--- src/rtl/audio_sample_scheduler_if.sv ---
// Bus between the audio sample scheduler, its N_REQ sources and the
// 44.1 kHz output block. The scheduler attaches through the master modport;
// sources, output block and test benches attach through the slave modport.
// Optional feature macro: AUDIO_SCHED_MUTE_EN (adds mute_mask).
interface audio_sample_scheduler_if #(
  parameter int AUDIO_BITS = 12,
  parameter int N_REQ      = 4,
  parameter int ID_BITS    = 2
);
  // Source side
  logic [N_REQ-1:0]              req;
  logic [N_REQ*2*AUDIO_BITS-1:0] req_sample;
  logic [N_REQ-1:0]              ack;
`ifdef AUDIO_SCHED_MUTE_EN
  logic [N_REQ-1:0]              mute_mask;
`endif

  // Output block side
  logic                          out_ready;
  logic                          out_wreq;
  logic [2*AUDIO_BITS-1:0]       out_sample;

  // Status
  logic [ID_BITS-1:0]            grant_id;
  logic                          busy;
  logic [15:0]                   underrun_cnt;
  logic                          proto_err;

`ifdef AUDIO_SCHED_MUTE_EN
  modport master (
    input  req, req_sample, mute_mask, out_ready,
    output ack, out_wreq, out_sample, grant_id, busy, underrun_cnt, proto_err
  );

  modport slave (
    output req, req_sample, mute_mask, out_ready,
    input  ack, out_wreq, out_sample, grant_id, busy, underrun_cnt, proto_err
  );
`else
  modport master (
    input  req, req_sample, out_ready,
    output ack, out_wreq, out_sample, grant_id, busy, underrun_cnt, proto_err
  );

  modport slave (
    output req, req_sample, out_ready,
    input  ack, out_wreq, out_sample, grant_id, busy, underrun_cnt, proto_err
  );
`endif
endinterface

--- src/rtl/audio_sample_scheduler.sv ---
// Audio sample scheduler: shares the single stereo sample input of the
// 44.1 kHz output block among N_REQ sources with round-robin arbitration,
// one grant per output slot, and counts slots that pass without a sample.
// Optional feature macro: AUDIO_SCHED_MUTE_EN -- when defined, a source whose
// mute_mask bit is set at the deciding edge is granted and acked as usual but
// its sample is replaced by all-zeros on out_sample.
module audio_sample_scheduler #(
  parameter int AUDIO_BITS  = 12,
  parameter int N_REQ       = 4,
  parameter int ID_BITS     = 2,
  parameter int SLOT_CYCLES = 4096  // must be >= 2
) (
  input  logic                    clk_audio,
  input  logic                    aclr,
  audio_sample_scheduler_if.master bus
);

  localparam int                   SW           = 2 * AUDIO_BITS;
  localparam int                   SLOT_BITS    = $clog2(SLOT_CYCLES);
  localparam logic [SLOT_BITS-1:0] SLOT_LAST    = SLOT_BITS'(SLOT_CYCLES - 1);
  localparam logic [ID_BITS-1:0]   PTR_RESET    = ID_BITS'(N_REQ - 1);
  localparam logic [15:0]          UNDERRUN_MAX = 16'hFFFF;
  // Edges with out_ready still high while in ISSUE before flagging an error
  localparam logic [1:0]           ISSUE_LAST   = 2'd3;

  typedef enum logic [1:0] {
    ST_IDLE  = 2'd0,
    ST_ISSUE = 2'd1,
    ST_DRAIN = 2'd2
  } state_t;

  // Registered state and outputs
  state_t                 state_q,        state_d;
  logic [ID_BITS-1:0]     rr_ptr_q,       rr_ptr_d;
  logic [SLOT_BITS-1:0]   slot_cnt_q,     slot_cnt_d;
  logic [1:0]             issue_cnt_q,    issue_cnt_d;
  logic [N_REQ-1:0]       ack_q,          ack_d;
  logic                   out_wreq_q,     out_wreq_d;
  logic [SW-1:0]          out_sample_q,   out_sample_d;
  logic [ID_BITS-1:0]     grant_id_q,     grant_id_d;
  logic                   busy_q,         busy_d;
  logic [15:0]            underrun_cnt_q, underrun_cnt_d;
  logic                   proto_err_q,    proto_err_d;

  // Arbitration results for the current cycle
  logic [ID_BITS-1:0]     win_s;
  logic [SW-1:0]          win_sample_s;
  logic [SW-1:0]          grant_sample_s;
`ifdef AUDIO_SCHED_MUTE_EN
  logic                   win_mute_s;
`endif

  // Round-robin pick: first requester strictly above ptr, otherwise the
  // lowest requester at or below ptr (wrap-around).
  function automatic logic [ID_BITS-1:0] rr_pick(
    input logic [N_REQ-1:0]   r,
    input logic [ID_BITS-1:0] ptr
  );
    logic [ID_BITS-1:0] hi_win;
    logic [ID_BITS-1:0] lo_win;
    logic               hi_found;
    logic               lo_found;
    hi_win   = '0;
    lo_win   = '0;
    hi_found = 1'b0;
    lo_found = 1'b0;
    for (int i = 0; i < N_REQ; i++) begin
      if (r[i] && (i > int'(ptr)) && !hi_found) begin
        hi_win   = ID_BITS'(i);
        hi_found = 1'b1;
      end else if (r[i] && (i <= int'(ptr)) && !lo_found) begin
        lo_win   = ID_BITS'(i);
        lo_found = 1'b1;
      end else begin
        hi_found = hi_found;
      end
    end
    if (hi_found) begin
      return hi_win;
    end else begin
      return lo_win;
    end
  endfunction

  // Winner index and the sample slice it offers at this edge
  always_comb begin
    win_s        = rr_pick(bus.req, rr_ptr_q);
    win_sample_s = '0;
`ifdef AUDIO_SCHED_MUTE_EN
    win_mute_s   = 1'b0;
`endif
    for (int i = 0; i < N_REQ; i++) begin
      win_sample_s = win_sample_s |
                     ((ID_BITS'(i) == win_s) ? bus.req_sample[i*SW +: SW] : {SW{1'b0}});
`ifdef AUDIO_SCHED_MUTE_EN
      win_mute_s   = win_mute_s | ((ID_BITS'(i) == win_s) & bus.mute_mask[i]);
`endif
    end
`ifdef AUDIO_SCHED_MUTE_EN
    grant_sample_s = win_mute_s ? {SW{1'b0}} : win_sample_s;
`else
    grant_sample_s = win_sample_s;
`endif
  end

  // Next-state logic for the slot FSM, underrun counter and all outputs
  always_comb begin
    state_d        = state_q;
    rr_ptr_d       = rr_ptr_q;
    slot_cnt_d     = slot_cnt_q;
    issue_cnt_d    = issue_cnt_q;
    ack_d          = '0;
    out_wreq_d     = 1'b0;
    out_sample_d   = out_sample_q;
    grant_id_d     = grant_id_q;
    underrun_cnt_d = underrun_cnt_q;
    proto_err_d    = proto_err_q;

    case (state_q)
      ST_IDLE: begin
        issue_cnt_d = 2'd0;
        if (bus.out_ready && (|bus.req)) begin
          // Grant: one write request and one ack, issued on the next cycle
          out_wreq_d   = 1'b1;
          for (int i = 0; i < N_REQ; i++) begin
            ack_d[i] = (ID_BITS'(i) == win_s);
          end
          out_sample_d = grant_sample_s;
          grant_id_d   = win_s;
          rr_ptr_d     = win_s;
          slot_cnt_d   = '0;
          state_d      = ST_ISSUE;
        end else if (bus.out_ready) begin
          // Output block is waiting and nobody has a sample for it
          if (slot_cnt_q == SLOT_LAST) begin
            slot_cnt_d = '0;
            if (underrun_cnt_q != UNDERRUN_MAX) begin
              underrun_cnt_d = underrun_cnt_q + 16'd1;
            end else begin
              underrun_cnt_d = underrun_cnt_q;
            end
          end else begin
            slot_cnt_d = slot_cnt_q + SLOT_BITS'(1);
          end
        end else begin
          slot_cnt_d = slot_cnt_q;
        end
      end

      ST_ISSUE: begin
        slot_cnt_d = '0;
        if (!bus.out_ready) begin
          // Output block has taken the sample
          issue_cnt_d = 2'd0;
          state_d     = ST_DRAIN;
        end else if (issue_cnt_q == ISSUE_LAST) begin
          // Ready never dropped after the write: handshake violation
          issue_cnt_d = 2'd0;
          proto_err_d = 1'b1;
          state_d     = ST_IDLE;
        end else begin
          issue_cnt_d = issue_cnt_q + 2'd1;
        end
      end

      ST_DRAIN: begin
        slot_cnt_d  = '0;
        issue_cnt_d = 2'd0;
        if (bus.out_ready) begin
          state_d = ST_IDLE;
        end else begin
          state_d = ST_DRAIN;
        end
      end

      default: begin
        slot_cnt_d  = '0;
        issue_cnt_d = 2'd0;
        state_d     = ST_IDLE;
      end
    endcase

    busy_d = (state_d != ST_IDLE);
  end

  // State and output registers; aclr aborts any transfer without an ack
  always_ff @(posedge clk_audio or posedge aclr) begin
    if (aclr) begin
      state_q        <= ST_IDLE;
      rr_ptr_q       <= PTR_RESET;
      slot_cnt_q     <= '0;
      issue_cnt_q    <= 2'd0;
      ack_q          <= '0;
      out_wreq_q     <= 1'b0;
      out_sample_q   <= '0;
      grant_id_q     <= '0;
      busy_q         <= 1'b0;
      underrun_cnt_q <= 16'd0;
      proto_err_q    <= 1'b0;
    end else begin
      state_q        <= state_d;
      rr_ptr_q       <= rr_ptr_d;
      slot_cnt_q     <= slot_cnt_d;
      issue_cnt_q    <= issue_cnt_d;
      ack_q          <= ack_d;
      out_wreq_q     <= out_wreq_d;
      out_sample_q   <= out_sample_d;
      grant_id_q     <= grant_id_d;
      busy_q         <= busy_d;
      underrun_cnt_q <= underrun_cnt_d;
      proto_err_q    <= proto_err_d;
    end
  end

  assign bus.ack          = ack_q;
  assign bus.out_wreq     = out_wreq_q;
  assign bus.out_sample   = out_sample_q;
  assign bus.grant_id     = grant_id_q;
  assign bus.busy         = busy_q;
  assign bus.underrun_cnt = underrun_cnt_q;
  assign bus.proto_err    = proto_err_q;

endmodule

--- src/flat_wrapper.sv ---
// flat-port wrapper written by rule: the top's interface ports become plain ports
module audio_sample_scheduler_flat 
#(
  parameter int AUDIO_BITS  = 12,
  parameter int N_REQ       = 4,
  parameter int ID_BITS     = 2,
  parameter int SLOT_CYCLES = 4096                 
)
  (clk_audio, aclr, bus_req, bus_req_sample, bus_out_ready, bus_ack, bus_out_wreq, bus_out_sample, bus_grant_id, bus_busy, bus_underrun_cnt, bus_proto_err);
  audio_sample_scheduler_if #(.AUDIO_BITS(AUDIO_BITS), .N_REQ(N_REQ), .ID_BITS(ID_BITS)) bus_i ();
  input  logic clk_audio;
  input  logic aclr;
  input wire logic [$bits(bus_i.req)-1:0] bus_req;
  input wire logic [$bits(bus_i.req_sample)-1:0] bus_req_sample;
  input wire logic [$bits(bus_i.out_ready)-1:0] bus_out_ready;
  output wire logic [$bits(bus_i.ack)-1:0] bus_ack;
  output wire logic [$bits(bus_i.out_wreq)-1:0] bus_out_wreq;
  output wire logic [$bits(bus_i.out_sample)-1:0] bus_out_sample;
  output wire logic [$bits(bus_i.grant_id)-1:0] bus_grant_id;
  output wire logic [$bits(bus_i.busy)-1:0] bus_busy;
  output wire logic [$bits(bus_i.underrun_cnt)-1:0] bus_underrun_cnt;
  output wire logic [$bits(bus_i.proto_err)-1:0] bus_proto_err;
  assign bus_i.req = bus_req;
  assign bus_i.req_sample = bus_req_sample;
  assign bus_i.out_ready = bus_out_ready;
  assign bus_ack = bus_i.ack;
  assign bus_out_wreq = bus_i.out_wreq;
  assign bus_out_sample = bus_i.out_sample;
  assign bus_grant_id = bus_i.grant_id;
  assign bus_busy = bus_i.busy;
  assign bus_underrun_cnt = bus_i.underrun_cnt;
  assign bus_proto_err = bus_i.proto_err;
  audio_sample_scheduler #(.AUDIO_BITS(AUDIO_BITS), .N_REQ(N_REQ), .ID_BITS(ID_BITS), .SLOT_CYCLES(SLOT_CYCLES)) u_core (.clk_audio(clk_audio), .aclr(aclr), .bus(bus_i));
endmodule
--- config.mk ---
export PLATFORM = sky130hd
export DESIGN_NAME = audio_sample_scheduler_flat
export DESIGN_NICKNAME = d
export VERILOG_FILES = /design/src/rtl/audio_sample_scheduler_if.sv /design/src/rtl/audio_sample_scheduler.sv /design/src/flat_wrapper.sv
export SDC_FILE = /design/constraint.sdc
export NUM_CORES = 1
export LEC_CHECK = 0
export CORE_UTILIZATION = 25
export CTS_CLUSTER_DIAMETER = 120
export DETAILED_ROUTE_END_ITERATION = 12
export GPL_ROUTABILITY_DRIVEN = 0
export PLACE_DENSITY = 0.52
export SLEW_MARGIN = 20
export SYNTH_ARGS = -nofsm -noshare
export SYNTH_HDL_FRONTEND = slang
export SYNTH_SLANG_ARGS = --single-unit
--- constraint.sdc ---
create_clock -name clk_audio -period 2.7 [get_ports clk_audio]
set_input_delay 0.54 -clock clk_audio [delete_from_list [all_inputs] [get_ports clk_audio]]
set_output_delay 0.54 -clock clk_audio [all_outputs]
set_load 0.005 [all_outputs]
After elaboration in Yosys (flattened, before gate mapping)
Index checks and enable logic that the tools add are counted.

Add/subtract/negate cells: 3. Shift operators: 0. Multiplexer cells: 38. $mul: 0. Eq/ne operators: 9. Bitwise operators: 4. Magnitude comparators: 6. Div/mod/pow operators: 0. Reduce and logical (&&, ||, !) cells: 24.

Operators by type and width (count): 24-bit 2-to-1 mux (4); 24-bit bitwise OR (3); 12-bit 2-to-1 mux (4); 2-bit 2-to-1 mux (14); 16-bit by 1-bit adder with 16-bit output (second input constant) (1); 16-bit != test (second input constant) (1); 1-bit 2-to-1 mux (13); 12-bit by 1-bit adder with 12-bit output (second input constant) (1); 12-bit equality test (second input constant) (1); 1-bit logical AND (12); 4-bit 2-to-1 mux (2); 2-bit one-hot mux with 3 select lines (1); 1-bit logical NOT (5); 5-bit AND reduction (1); 2-bit equality test (first input constant) (2); 2-bit equality test (second input constant) (2); 2-bit > comparator (first input constant) (2); 2-bit <= comparator (first input constant) (2); 2-bit logical NOT (2); 4-bit OR reduction (1); 3-bit by 2-bit != test with 1-bit output (second input constant) (1); 3-bit AND reduction (1); 2-bit by 1-bit adder with 2-bit output (second input constant) (1); 1-bit by 2-bit equality test with 1-bit output (first input constant) (1); other kinds (6) (6).

Memories: 0. Output and inout bits: 49. Bits in writable memories: 0. Register bits after elaboration: 67. Bits in latches: 0. Input port bits: 103. Memory bits (read-only): 0. Logic and storage cells: 95.

Longest topological paths before layout
Gate-level depths: netlist of run 1.

Word-level depth: 19. Mapped depth: 8. Depth with buffers taken out: 6.

Worst setup path after synthesis of run 1
Ideal clock, no wire load.

Path kind: input -> register. Start: in bus_req[0]. End: reg u_core.underrun_cnt_q[6], in the netlist u_core.bus.underrun_cnt[6]. Setup time: 0.124 ns. Cell stages on the path: 6. Setup slack: 0.705 ns. Required time: 2.576 ns. Data arrival time: 1.871 ns. Cell sequence: buf_4 -> nor4_4 -> nand3_4 -> nor4_2 -> nand3_1 -> xnor2_1.

Longest elaborated chain between the ends: 4.

Ends and longest elaborated chain: start: declaration (line flat_wrapper.sv:13) `input wire logic [$bits(bus_i.req)-1:0] bus_req;`; 4-bit OR reduction (line audio_sample_scheduler.sv:122) `if (bus.out_ready && (|bus.req)) begin`; 1-bit logical AND (line audio_sample_scheduler.sv:122); 1-bit inverter (no line); 5-bit AND reduction (no line); end signal: assignment (line audio_sample_scheduler.sv:210) `underrun_cnt_q <= underrun_cnt_d;`; end: declaration (line audio_sample_scheduler.sv:42) `logic [15:0] underrun_cnt_q, underrun_cnt_d;`.

Every way passes these cells. A chain may end at the register's enable or synchronous reset.

Final worst setup path of run 1
Start: in bus_req[3]. End: reg u_core.out_sample_q[11], in the netlist u_core.bus.out_sample[11].

Longest elaborated chain between the ends: 10. Elaborated cells between the ends (all ways): 23.

Ends and longest elaborated chain: 1-bit logical AND (2 in a row) (line audio_sample_scheduler.sv:71) `end else if (r[i] && (i <= int'(ptr)) && !lo_found) begin`; 2-bit 2-to-1 mux (line audio_sample_scheduler.sv:71); 2-bit 2-to-1 mux (line audio_sample_scheduler.sv:68) `if (r[i] && (i > int'(ptr)) && !hi_found) begin`; 2-bit 2-to-1 mux (line audio_sample_scheduler.sv:78) `if (hi_found) begin`; 1-bit by 2-bit equality test with 1-bit output or 2-bit logical NOT (tied branches) (line audio_sample_scheduler.sv:94) `((ID_BITS'(i) == win_s) ? bus.req_sample[i*SW +: SW] : {SW{1'b0}});`; 24-bit 2-to-1 mux (line audio_sample_scheduler.sv:94); 24-bit bitwise OR (3 in a row) (line audio_sample_scheduler.sv:93) `win_sample_s = win_sample_s |`; end signal: assignment (line audio_sample_scheduler.sv:207) `out_sample_q <= out_sample_d;`; end: declaration (line audio_sample_scheduler.sv:39) `logic [SW-1:0] out_sample_q, out_sample_d;`.

Several ways; a longest one is shown, not always the timed one.

==> results of run 1 <==
==> path summary, 6_finish.rpt <==
| path | startpoint | to | slack (ns) | cells past startpoint |
|---|---|---|---|---|
| worst max-delay path | bus_req[3] | u_core.bus.out_sample[11] | 0.39 | 8 |
| worst min-delay path | u_core.issue_cnt_q[0] | u_core.issue_cnt_q[0] | 0.44 | 1 |
| worst max register to register | u_core.slot_cnt_q[0] | u_core.bus.underrun_cnt[6] | 0.71 | 6 |
| worst min register to register | u_core.issue_cnt_q[0] | u_core.issue_cnt_q[0] | 0.44 | 1 |
| min in group asynchronous | aclr | u_core.bus.underrun_cnt[2] | 0.55 | 2 |
| max in group asynchronous | aclr | u_core.rr_ptr_q[0] | 1.51 | 3 |
==> through the flow <==
step	utilization	hold WS, ns
finish	0.394	0.441
detailed placement	0.375	0.438
global route	0.394	0.457
global placement	0.375	0.424
CTS	0.394	0.446
floorplan	-	0.415
==> layer usage <==
metal / global-route usage / up-vias / wire length [um]
met1: 0.205 / 1737 / 5440
met2: 0.274 / 75 / 6090
met5: 0 / - / 0
li1: - / 1771 / -
met4: 0.0687 / 0 / 257
met3: 0.0274 / 16 / 367
==> power breakdown <==
part	switching, W	total, W	internal [W]
clock	0.000445	0.00116	0.000712
sequential	0.000164	0.00140	0.00124
combinational	0.000729	0.00162	0.000896
total	0.00134	0.00418	0.00285
==> state kept, by name (all words and copies together) (netlist names) <==
signal / count
u_core.bus.out_sample: 24
u_core.bus.underrun_cnt: 16
u_core.slot_cnt_q: 12
u_core.bus.ack: 4
u_core.bus.grant_id: 2
u_core.issue_cnt_q: 2
u_core.rr_ptr_q: 2
u_core.state_q: 2
u_core.bus.busy: 1
u_core.bus.out_wreq: 1
u_core.bus.proto_err: 1
==> cell type report <==
type | instances | area, um2 | share of cell area
inverter | 9 | 33.8 | 0.00565
tap | 188 | 235 | 0.0393
clock inverter | 5 | 53.8 | 0.00899
multi-input combinational | 297 | 2050 | 0.343
timing repair buffer | 166 | 1700 | 0.284
clock buffer | 11 | 233 | 0.0389
sequential | 67 | 1680 | 0.281
==> cells in the final DEF, fill, tap and decap left out, types with 6 or more instances in the layout <==
master           Yosys  final
inv_1                8      7
mux2i_1             25     25
xnor2_1             15     15
dfrtp_1             65     65
nand4_1              7      7
nand2_1             20     20
a221oi_1            24     24
buf_4                3      9
xor2_1               6      6
nor3_1              11     10
buf_12               0      6
nand3_1             12     12
o21ai_0              7      7
nor3b_1             49     49
clkbuf_16            0      9
clkdlybuf4s50_1      0    151
a21oi_1             29     29
nor2_1              41     40
==> cells by family after synthesis <==
logic type | Yosys count | synth area share
compound gates | 78 | 0.136
xor+xnor | 21 | 0.0474
fa+ha+maj | 3 | 0.00968
buf+inv | 40 | 0.0461
flops | 67 | 0.433
mux | 26 | 0.0674
simple gates | 169 | 0.261
==> impl_results.md, run 1 <==
- Total gr overflow: 0
- Number of CTS-inserted buffers: 9
- F_max: 0.434 GHz
- Post-DR wirelength/cell: 16.4 um
- Placed Cells: 727
- Non-Filler Instances: 743
- Worst min-delay path category: reg2reg
- Crit. End Element: flip-flop
- Post-synthesis cell area: 0.00388 mm2
- CTS sink cnt: 67
- Clock Latency Late Sink: 0.34 ns
- CTS tree: done
- Top FF cell, synth: dfrtp_1
- Initial Utilization: 0.255
- IO Pins: 152
- Slew @ Worst Pin: 0.513 ns
- Final #Nets: 656
- Area Overhead vs Synth: 54.2%
- PwrDens: 699 mW/mm2
- Final worst path period need: 2.31 ns
- First-pass GRT wire length: 20000 um
- Post-synthesis sequential area ratio: 0.433
- Fin crit share: 0.854
- Die area: 0.0160 mm2
- Post-Syn Instances: 404
- IO buf count: 151
- Vias per cell: 4.84
- Top delay family on crit path: buffers and inverters
- Outcome: finished clean
- Setup repair bufs after CTS: 0
- Initial antenna violation count: 0
- Die X: 127 um
- Worst path bufs/invs: 3
- Register bit total from synthesis: 67
- Core Rows: 45
- Top area cells in the synthesized netlist: dfrtp_1, nor3b_1, mux2i_1, a221oi_1, nor2_1
- Ys async rst share: 1.00
- Leak Pwr: 2.39 nW
- Max Cap Viol: 0
- EDFF count, synth: 0
- Setup violators final: 0
- Routed WL: 12200 um
- Post-CTS Hold Buffers: 0
- ANT cells: 0
- Cell taking the most area after synthesis: dfrtp_1
- CTS root buf: clkbuf_16
- Share of cells above drive strength 1: 0.0829
- Die Ht: 127 um
- RSZ-0062 raised after global routing: false
- Clock buffer depth: 2
- Antenna-violating nets left: 0
- Max Clock Skew: 0.00672 ns
- Top cell type's share of synthesized area: 0.419
- Final Total Pwr: 0.00418 W
- Post-DP Area: 0.00570 mm2
- Setup TNS: 0 ns
- Setup crit start kind: input pin
- Via count: 3599
- Vias in the first global route: 3720
- Final hold violations: 0
- Yosys warns: 0
- Core area: 0.0152 mm2
- H-tree depth: 3
- WP data arrival: 2.51 ns
- CP required: 2.91 ns
- DP Wirelength: 8740 um
- Crit path cell chain: clkdlybuf4s50_1, buf_4, nand2b_1, a31oi_1, a31oi_4, buf_12, mux2i_1, a21oi_1
- Most common cell in the netlist: dfrtp_1
- Crit-path max FO: 26
- Top post-synthesis cells by count: dfrtp_1, nor3b_1, nor2_1
- Final Instance Area: 0.00598 mm2
- Largest stage delay on the critical path: 0.61 ns
- Slew HR: 0.658
- Synthesized Nets: 510
- Final worst setup slack: 0.394 ns
- 1st-pass router iterations: 4
- Post-cts sizing count: 0
- Slew Limit Fails: 0
- Iteration-0 DRC Markers: 258
- # DRC: 0
- Slowest CP cell: clkdlybuf4s50_1
- Setup CP Type: in2reg
- Worst slack, placed: 0.0211 ns
- Filler instances: 1554
- Tot GR Track Use: 0.162
- Distinct cells, synth: 50
- Max IR drop VDD: 0.286 mV
- Largest net degree at the start of global routing: 50
- Mean area per synthesized cell: 9.60 um2
- Clock Pin Slew Worst Setup and Hold Paths: 0.06 ns
No activity file was read; power rests on OpenSTA's default activity.
==> run 2, diff against run 1 <==
--- a/config.mk
+++ b/config.mk
@@ -10,7 +10,7 @@
 export DETAILED_ROUTE_END_ITERATION = 12
 export GPL_ROUTABILITY_DRIVEN = 0
 export PLACE_DENSITY = 0.52
-export SLEW_MARGIN = 20
+export SLEW_MARGIN = 15
 export SYNTH_ARGS = -nofsm -noshare
 export SYNTH_HDL_FRONTEND = slang
 export SYNTH_SLANG_ARGS = --single-unit
==> results of run 2 <==
Final layout, timing and power as in run 1 (identical DEF).
